File: config.mk
export PLATFORM = sky130hd
export DESIGN_NAME = seq_control_unit
export DESIGN_NICKNAME = d
export VERILOG_FILES = /design/src/rtl/ctrl_pkg.sv /design/src/rtl/ctrl_wait_timer.sv /design/src/rtl/seq_control_unit.sv
export SDC_FILE = /design/constraint.sdc
export NUM_CORES = 1
export LEC_CHECK = 0
export CAP_MARGIN = 15
export CELL_PAD_IN_SITES_DETAIL_PLACEMENT = 0
export CELL_PAD_IN_SITES_GLOBAL_PLACEMENT = 1
export CORE_ASPECT_RATIO = 2
export CORE_UTILIZATION = 26
export DETAILED_ROUTE_END_ITERATION = 10
export PLACE_DENSITY_LB_ADDON = 0.15
export REMOVE_ABC_BUFFERS = 1
export SYNTH_ARGS = -nofsm -noshare
export SYNTH_HDL_FRONTEND = slang
export SYNTH_SLANG_ARGS = --single-unit
File: constraint.sdc
create_clock -name clk -period 1.8 [get_ports clk]
set_input_delay 0.36 -clock clk [delete_from_list [all_inputs] [get_ports clk]]
set_output_delay 0.36 -clock clk [all_outputs]
set_load 0.01 [all_outputs]
File: src/rtl/ctrl_pkg.sv
`default_nettype none
// ============================================================================
// ctrl_pkg : opcodes, FSM state codes and datapath select encodings
// Revision : 1.0
// ============================================================================
package ctrl_pkg;

    localparam logic [5:0] OPC_SUBM = 6'b100011;
    localparam logic [5:0] OPC_ADDM = 6'b100010;
    localparam logic [5:0] OPC_SUBR = 6'b000001;
    localparam logic [5:0] OPC_LDAI = 6'b010010;
    localparam logic [5:0] OPC_INC  = 6'b010111;
    localparam logic [5:0] OPC_STA  = 6'b100100;
    localparam logic [5:0] OPC_JMP  = 6'b110000;
    localparam logic [5:0] OPC_JZ   = 6'b110001;
    localparam logic [5:0] OPC_JN   = 6'b110010;
    localparam logic [5:0] OPC_HLT  = 6'b111111;

    localparam logic [4:0] ST_F0   = 5'd0;
    localparam logic [4:0] ST_F1   = 5'd1;
    localparam logic [4:0] ST_DEC  = 5'd2;
    localparam logic [4:0] ST_M0   = 5'd3;
    localparam logic [4:0] ST_M1   = 5'd4;
    localparam logic [4:0] ST_I0   = 5'd5;
    localparam logic [4:0] ST_I1   = 5'd6;
    localparam logic [4:0] ST_R0   = 5'd7;
    localparam logic [4:0] ST_EX   = 5'd8;
    localparam logic [4:0] ST_X0   = 5'd9;
    localparam logic [4:0] ST_S1   = 5'd10;
    localparam logic [4:0] ST_B0   = 5'd11;
    localparam logic [4:0] ST_HALT = 5'd12;

    localparam logic [3:0] ALU_ADD  = 4'd0;
    localparam logic [3:0] ALU_SUB  = 4'd1;
    localparam logic [3:0] ALU_PASS = 4'd2;

    localparam logic [2:0] BUS_NONE = 3'd0;
    localparam logic [2:0] BUS_IR   = 3'd1;
    localparam logic [2:0] BUS_DR   = 3'd2;
    localparam logic [2:0] BUS_PC   = 3'd3;
    localparam logic [2:0] BUS_AC   = 3'd4;
    localparam logic [2:0] BUS_REG  = 3'd5;

    // States that hold a memory access open until mem_ready
    function automatic logic is_wait_state(input logic [4:0] st);
        return (st == ST_F1) || (st == ST_M1) || (st == ST_I1) || (st == ST_S1);
    endfunction

endpackage
`default_nettype wire

File: src/rtl/ctrl_wait_timer.sv
`default_nettype none
// ============================================================================
// ctrl_wait_timer : saturating memory-wait counter with timeout detect
// Revision : 1.0
// ============================================================================
module ctrl_wait_timer #(
    parameter int WAIT_MAX = 255
) (
    input  logic clk,
    input  logic rst,
    input  logic start,
    input  logic waiting,
    input  logic ready,
    output logic expired
);

    localparam int CNT_W = (WAIT_MAX < 2) ? 1 : $clog2(WAIT_MAX + 1);

    logic [CNT_W-1:0] count_q, count_d;

    always_comb begin
        count_d = count_q;
        if (start || (waiting && ready)) begin
            count_d = '0;
        end else if (waiting && (count_q != CNT_W'(WAIT_MAX))) begin
            count_d = count_q + CNT_W'(1);
        end
    end

    always_ff @(posedge clk or negedge rst) begin
        if (!rst) begin
            count_q <= '0;
        end else begin
            count_q <= count_d;
        end
    end

    // Fires in the cycle the count would reach WAIT_MAX; a same-cycle ready wins
    generate
        if (WAIT_MAX > 0) begin : g_timeout
            assign expired = waiting && !ready && (count_q == CNT_W'(WAIT_MAX - 1));
        end else begin : g_no_timeout
            assign expired = 1'b0;
        end
    endgenerate

endmodule
`default_nettype wire

File: src/rtl/seq_control_unit.sv
`default_nettype none
// ============================================================================
// seq_control_unit : multi-cycle control FSM for the accumulator CPU
// Revision : 1.0
// ============================================================================
module seq_control_unit
    import ctrl_pkg::*;
#(
    parameter int DATA_W    = 16,
    parameter int OPC_W     = 6,
    parameter int REG_SEL_W = 4,
    parameter int WAIT_MAX  = 255
) (
    input  logic                 clk,
    input  logic                 rst,
    input  logic [DATA_W-1:0]    ir_value,
    input  logic [3:0]           flags,
    input  logic                 mem_ready,
    output logic                 ir_load,
    output logic                 dr_load,
    output logic                 ar_load,
    output logic                 ac_load,
    output logic                 pc_load,
    output logic                 flags_load,
    output logic                 ac_inc,
    output logic                 pc_inc,
    output logic                 mem_req,
    output logic                 mem_we,
    output logic [3:0]           alu_sel,
    output logic [2:0]           bus_sel,
    output logic [REG_SEL_W-1:0] reg_sel,
    output logic                 halted,
    output logic                 illegal_op,
    output logic                 bus_err
);

    logic [4:0]       state_q, state_d;
    logic             illegal_op_q, illegal_op_d;
    logic             bus_err_q, bus_err_d;
    logic [OPC_W-1:0] opcode;
    logic             waiting, wait_start, expired, taken;
    logic             unused_bits;

    assign opcode      = ir_value[DATA_W-1 -: OPC_W];
    assign waiting     = is_wait_state(state_q);
    assign wait_start  = is_wait_state(state_d) && !waiting;
    assign taken       = (opcode == OPC_W'(OPC_JMP)) ||
                         ((opcode == OPC_W'(OPC_JZ)) && flags[0]) ||
                         ((opcode == OPC_W'(OPC_JN)) && flags[1]);
    assign illegal_op  = illegal_op_q;
    assign bus_err     = bus_err_q;
    assign unused_bits = ^{flags[3:2], ir_value};

    ctrl_wait_timer #(.WAIT_MAX(WAIT_MAX)) u_wait_timer (
        .clk     (clk),
        .rst     (rst),
        .start   (wait_start),
        .waiting (waiting),
        .ready   (mem_ready),
        .expired (expired)
    );

    // Strobes are gated by rst so they drop the instant reset asserts
    always_comb begin
        state_d      = state_q;
        illegal_op_d = illegal_op_q;
        bus_err_d    = bus_err_q;
        ir_load = 1'b0; dr_load = 1'b0; ar_load    = 1'b0; ac_load = 1'b0;
        pc_load = 1'b0; ac_inc  = 1'b0; flags_load = 1'b0; pc_inc  = 1'b0;
        mem_req = 1'b0; mem_we  = 1'b0; halted     = 1'b0;
        alu_sel = ALU_ADD;
        bus_sel = BUS_NONE;
        reg_sel = '0;
        if (rst) begin
            case (state_q)
                ST_F0: begin
                    bus_sel = BUS_PC; ar_load = 1'b1; state_d = ST_F1;
                end
                ST_F1: begin
                    mem_req = 1'b1;
                    if (mem_ready) begin
                        ir_load = 1'b1; pc_inc = 1'b1; state_d = ST_DEC;
                    end else if (expired) begin
                        state_d = ST_HALT; bus_err_d = 1'b1;
                    end
                end
                ST_DEC: begin
                    case (opcode)
                        OPC_W'(OPC_ADDM), OPC_W'(OPC_SUBM),
                        OPC_W'(OPC_STA):  state_d = ST_M0;
                        OPC_W'(OPC_LDAI): state_d = ST_I0;
                        OPC_W'(OPC_SUBR): state_d = ST_R0;
                        OPC_W'(OPC_INC):  state_d = ST_X0;
                        OPC_W'(OPC_JMP), OPC_W'(OPC_JZ),
                        OPC_W'(OPC_JN):   state_d = ST_B0;
                        OPC_W'(OPC_HLT):  state_d = ST_HALT;
                        default: begin
                            state_d = ST_HALT; illegal_op_d = 1'b1;
                        end
                    endcase
                end
                ST_M0: begin
                    bus_sel = BUS_IR; ar_load = 1'b1;
                    state_d = (opcode == OPC_W'(OPC_STA)) ? ST_S1 : ST_M1;
                end
                ST_M1: begin
                    mem_req = 1'b1;
                    if (mem_ready) begin
                        dr_load = 1'b1; state_d = ST_EX;
                    end else if (expired) begin
                        state_d = ST_HALT; bus_err_d = 1'b1;
                    end
                end
                ST_I0: begin
                    bus_sel = BUS_PC; ar_load = 1'b1; state_d = ST_I1;
                end
                ST_I1: begin
                    mem_req = 1'b1;
                    if (mem_ready) begin
                        dr_load = 1'b1; pc_inc = 1'b1; state_d = ST_EX;
                    end else if (expired) begin
                        state_d = ST_HALT; bus_err_d = 1'b1;
                    end
                end
                ST_R0: begin
                    bus_sel = BUS_REG; reg_sel = ir_value[REG_SEL_W-1:0];
                    dr_load = 1'b1; state_d = ST_EX;
                end
                ST_EX: begin
                    ac_load = 1'b1; flags_load = 1'b1; state_d = ST_F0;
                    case (opcode)
                        OPC_W'(OPC_SUBM), OPC_W'(OPC_SUBR): alu_sel = ALU_SUB;
                        OPC_W'(OPC_LDAI):                  alu_sel = ALU_PASS;
                        default:                           alu_sel = ALU_ADD;
                    endcase
                end
                ST_X0: begin
                    ac_inc = 1'b1; flags_load = 1'b1; state_d = ST_F0;
                end
                ST_S1: begin
                    bus_sel = BUS_AC; mem_req = 1'b1; mem_we = 1'b1;
                    if (mem_ready) begin
                        state_d = ST_F0;
                    end else if (expired) begin
                        state_d = ST_HALT; bus_err_d = 1'b1;
                    end
                end
                ST_B0: begin
                    if (taken) begin
                        bus_sel = BUS_IR; pc_load = 1'b1;
                    end
                    state_d = ST_F0;
                end
                ST_HALT: halted = 1'b1;
                default: state_d = ST_F0;
            endcase
        end
    end

    always_ff @(posedge clk or negedge rst) begin
        if (!rst) begin
            state_q      <= ST_F0;
            illegal_op_q <= 1'b0;
            bus_err_q    <= 1'b0;
        end else begin
            state_q      <= state_d;
            illegal_op_q <= illegal_op_d;
            bus_err_q    <= bus_err_d;
        end
    end

endmodule
`default_nettype wire
======== Yosys cells after proc, flatten, opt, wreduce, memory -nomap -nowiden ========
Index checks and enable logic that the tools add are counted.
storage, ports and cells
  logic and storage cells ................. 109
  memory bits (writable) .................. 0
  register bits ........................... 15
  input bits .............................. 23
  memory bits (read-only) ................. 0
  memories kept ........................... 0
  latch bits .............................. 0
cells by class
  $lt $le $gt $ge ......................... 0
  $mul .................................... 0
  add/subtract/negate cells ............... 1
  div/mod/pow operators ................... 0
  bitwise operators ....................... 2
  mux-type cells .......................... 42
  reduce and logical (&&, ||, !) cells .... 32
  shift operators ......................... 0
  equality and inequality tests ........... 28
operators with widths
  kind                   count
  $pmux W5 S9            1
  $eq A6 B6 Y1 const B   7
  $eq A5 B3 Y1 const B   6
  $eq A5 B4 Y1 const B   6
  $mux W5                5
  $mux W1                24
  $pmux W4 S5            1
  $mux W8                2
  $pmux W3 S5            1
  $eq A6 B5 Y1 const B   2
  $mux W4                3
  $eq A5 B1 Y1 const B   2
  $eq A5 B2 Y1 const B   2
  $reduce_or A10 Y1      1
  $reduce_or A2 Y1       5
  $logic_or A1 B1 Y1     9
  $reduce_or A3 Y1       3
  $add A8 B1 Y8 const B  1
  $eq A8 B8 Y1 const B   1
  $ne A8 B8 Y1 const B   1
  $logic_and A1 B1 Y1    7
  $eq A6 B1 Y1 const B   1
  $logic_not A5 Y1       1
  $mux W2                2
  other kinds (9)        11

======== Depth between registers and ports, before layout ========
  depth after elaboration ................. 17
  depth in mapped cells ................... 6
  depth with buffers taken out ............ 6

======== By module ========
Synthesis repeated with hierarchy kept, for this count alone.
second synthesis, totals
  cells, all modules ...................... 208
  area, all modules ....................... 1602.8 um2
modules (own cells, without submodules)
  module            area an instance (um2)  times used  cells each  seq. area each (um2)
  seq_control_unit  1078.5                  1           154         175.2
  ctrl_wait_timer   524.3                   1           54          200.2

======== Worst setup path before layout ========
No wires, ideal clock.
  path type ............................... register to output
  from .................................... register state_q[1]
  to ...................................... output alu_sel[0]
  data arrival time ....................... 1745 ps
  stages on the path, launching flop included .. 5
  path slack .............................. -305 ps
  cells stage by stage .................... dfrtp_1 -> clkbuf_1 -> nor4_1 -> nand2_1 -> nor4b_1
between the ends
  cells in the longest elaborated chain, start to end .. 3
ends and longest elaborated chain
  item                    RTL line                 source
  start, declared         seq_control_unit.sv:37   logic [4:0] state_q, state_d;
  start signal, assigned  seq_control_unit.sv:166  state_q <= state_d;
  $eq A5 B4 Y1            seq_control_unit.sv:75   case (state_q)
  $mux W2                 seq_control_unit.sv:75
  $mux W2                 seq_control_unit.sv:74   if (rst) begin
  end, declared           seq_control_unit.sv:29   output logic [3:0] alu_sel,
No other way between the ends.

======== Worst setup path in the final report ========
  from .................................... register state_q[2]
  to ...................................... output mem_req
between the ends
  cells in the longest elaborated chain, start to end .. 4
  elaborated cells on any way between the ends .. 7
ends and longest elaborated chain
  item                                  RTL line                source
  $eq A5 B1 Y1 (tied with other cells)  seq_control_unit.sv:75
  $reduce_or A4 Y1 (no line) *          n/a
  $mux W1 *                             seq_control_unit.sv:75
  $mux W1 *                             seq_control_unit.sv:74
  end, declared                         seq_control_unit.sv:27  output logic mem_req,
Mark *: on every way between the ends. The rest lies on a longest branch, timed or not.

==> results by group <==
Outcome
  – Status: finished with violations
  – Failing checks: DRC, setup timing

Hold path
  – Hold Path End: bus_err
  – Type of the most critical hold path: reg2reg
  – Hold Path Stages: 1
  – HP Start: bus_err

STA
  – Slew margin rel.: between 60% and 70%
  – Clk_skew: ~0.0023 ns
  – Final Hold Vio Count: 0
  – Tmin final: 2.15 ns
  – Max Clk Rate: about 460 MHz
  – Smallest hold slack: 0.464 ns
  – Final number of max-transition violations: 0
  – Slew @ Worst Pin: roughly 0.5 ns
  – Tcrit/Tclk final: 120%
  – Setup TNS: -5.84 ns
  – Final setup vio count: 29
  – Setup WS post-layout: -0.353 ns
  – RSZ-0062 raised after global routing: yes

Synthesis
  – Syn avg cell area: ~7.7 um^2
  – Ys Warns: 0
  – Number of synthesized register bits: 15
  – Mapped Area: about 1600 um^2
  – Distinct cell type count of the synthesized netlist: 60
  – Synthesized instance count: about 200
  – Sequential share of the synthesized area: approximately a quarter
  – Post-synth ARST share: 100%
  – Post-synth EDFFs: 0
  – Synth Flop Type: dfrtp_1

Worst setup path
  – Critical R2R Launch: state_q[2]
  – Worst Path Class, Setup: reg2out
  – Worst Setup Start Kind: flop
  – Worst reg2reg path depth: 8
  – Critical Path End Type: output pin
  – R2r setup slk: -0.31 ns
  – CP Max Fanout: 3
  – FF-to-FF End: state_q[0]
  – Required @ worst endpoint: 1.44 ns
  – Data arrival time of the worst path: between 1.5 and 2 ns

Place
  – Post-Place Cells: roughly 330
  – DP Area: 2310 um^2
  – Final Wtd Congestion: ~0.77
  – IO buf count: 36
  – Final HPWL DP: ~4200 um
  – Pre-CTS worst setup slack: -0.845 ns

Global routing
  – Vias in the first global route: 1866
  – Total GRT Usage: roughly 17%
  – Pin count of the biggest net entering global routing: 23
  – Initial antenna violation count: 0
  – First-pass GRT wire length: 8740 um
  – Grt ovf: 0

Power and ir drop
  – VDD IR max: between 400 and 500 uV
  – Seq pwr share: roughly an eighth
  – Power Density: between 1000 and 1500 nW/um^2
  – Clock power share: 11.2%
  – Pwr Total: between 3 and 4 mW
  – NetSw: approximately 1.6 mW
  – Switching part of the total: 40.4%
  – Leak: 1.27 nW
  – Cell Int Power: between 2 and 2.5 mW
  – Combinational power share: between 70% and 80%

Job
  – Max_cap viols: 0

Detailed routing
  – DRT Pass-1 Iters: 7
  – Post-DRT Antenna Nets: 0
  – Drt wl/cell: between 15 and 20 um
  – Routed wl met2: 3590 um
  – DR vias: approximately 1800
  – Vias per cell: just over 5
  – Met1 WL: 1880 um
  – Post-route DRC: 4
  – Initial DRC count: 27
  – DR WL met3: a little under 80 um
  – Top Layer Used: met4
  – Final WL: roughly 5600 um

Cells and area
  – Fillers: 583
  – Area grow syn2layout: 87.9%
  – Fin util: between 50% and 60%
  – Fin area: slightly below 3000 um^2
  – Final nets: approximately 330
  – Most common cell after layout, fill and taps aside: buf_4
  – Ratio of cells with drive above 1 in the final layout: between 50 and 60%
  – Final instance count without filler cells: 360
  – Multi-input logic area: 1420 um^2
  – Register area: about 380 um^2
  – Ant diodes: 0
  – Commonest non-fill, non-tap cells in the layout: buf_4 (45), buf_6 (30), buf_2 (13), dfrtp_1 (12)

Floorplanning
  – Die W: 56.9 um
  – Die area: ~6400 um^2
  – Die Span Y: ~110 um
  – Core ar.: about 5800 um^2
  – FP Rows: 39
  – I/O pin cnt: between 40 and 50
  – Starting Density: 27.2%

Clock tree
  – CTS tree: yes
  – H-tree levels: 1
  – Clk_lat worst skew: roughly 0.24 ns
  – CTS Buf Count: 3
  – Root buf cell: clkbuf_16
  – Clk buf depth: 2
  – Clk pin slew, worst setup/hold paths: 0.05 ns
  – Clock sink count: 15
metal layers:
layer | up-vias | track usage [%]
met1 | 881 | 15.2
met3 | 6 | 1.74
met4 | 0 | 4.39
met5 | - | 0
met2 | 23 | 38.9
li1 | 922 | -
layout make-up:
class                   instances  area share (%)
multi-input cells             166            48.4
repair buffers                108            32.7
inverters                       6           0.766
well taps                      61            2.59
clock buffers                   4            2.68
flip-flops and latches         15            12.9
power groups by stage:
stage | clock [mW] | combinational [mW] | sequential (mW)
after global routing | 0.458 | 3.10 | 0.520
after global placement | 0 | 1.98 | 0.508
final | 0.431 | 2.91 | 0.515
after floorplan | 0 | 0.860 | 0.591
after CTS | 0.438 | 2.39 | 0.509
after detailed placement | 0 | 1.98 | 0.509
worst max path at each step:
| stage | startpoint | endpoint | slack, ns |
|---|---|---|---|
| floorplan | state_q[4] | alu_sel[0] | -0.40 |
| global placement | rst | alu_sel[0] | -0.88 |
| detailed placement | rst | alu_sel[0] | -0.84 |
| CTS | state_q[3] | mem_req | -0.37 |
| global route | state_q[2] | state_q[0] | -0.41 |
| finish | state_q[2] | mem_req | -0.35 |
worst max-delay path: stages, from the launching register on:
cell and delay [ns]:
dfrtp_1 0.44, buf_6 0.15, or4b_4 0.54, a31oi_4 0.17, and2_4 0.17, buf_6 0.09
cell usage after synthesis, types with 3 or more instances:
| library cell | count | area share (%) |
|---|---|---|
| nor4b_1 | 3 | 1.7 |
| nor2_1 | 17 | 4.1 |
| and3_1 | 3 | 1.2 |
| and2_1 | 10 | 4.0 |
| nand3b_1 | 3 | 1.4 |
| nor2b_1 | 11 | 4.4 |
| nand4_1 | 3 | 1.2 |
| nor3_1 | 7 | 2.2 |
| xor2_1 | 8 | 4.5 |
| clkbuf_1 | 13 | 3.1 |
| nor4_1 | 3 | 1.2 |
| nand2b_1 | 6 | 2.4 |
| a21oi_1 | 9 | 2.9 |
| nand3_1 | 11 | 3.5 |
| xnor2_1 | 4 | 2.2 |
| o21ai_0 | 10 | 3.2 |
| and4_1 | 3 | 1.7 |
| dfrtp_1 | 15 | 24 |
| inv_1 | 6 | 1.4 |
| nand2_1 | 12 | 2.9 |
cells by family (layout without fill, tap and decap cells):
family | Yosys count | after routing | synth area share, %
AOI/OAI and AO/OA | 44 | 44 | 20.9
xor gates and xnor gates | 12 | 12 | 6.71
adders and majority gates | 2 | 2 | 1.60
buffers and inverters | 24 | 118 | 6.79
DFF | 15 | 15 | 24.0
other | 1 | 2 | 0.240
and+or+nand+nor | 106 | 106 | 39.7
sequential cells by signal, summed over array words and instances, names as in the netlist:
register              flops
u_wait_timer.count_q      8
state_q                   5
illegal_op                1
bus_err                   1
what timing repair did:
| action | in CTS | in global routing |
|---|---|---|
| resized for setup | 136 | 66 |
| cloned | 1 | 0 |
| buffers inserted | 15 | 12 |
| hold buffers | 0 | 0 |
| setup endpoints to repair | 34 | 32 |
| pin swaps | 18 | 32 |
Note: power is estimated with default switching activity, not from simulation.
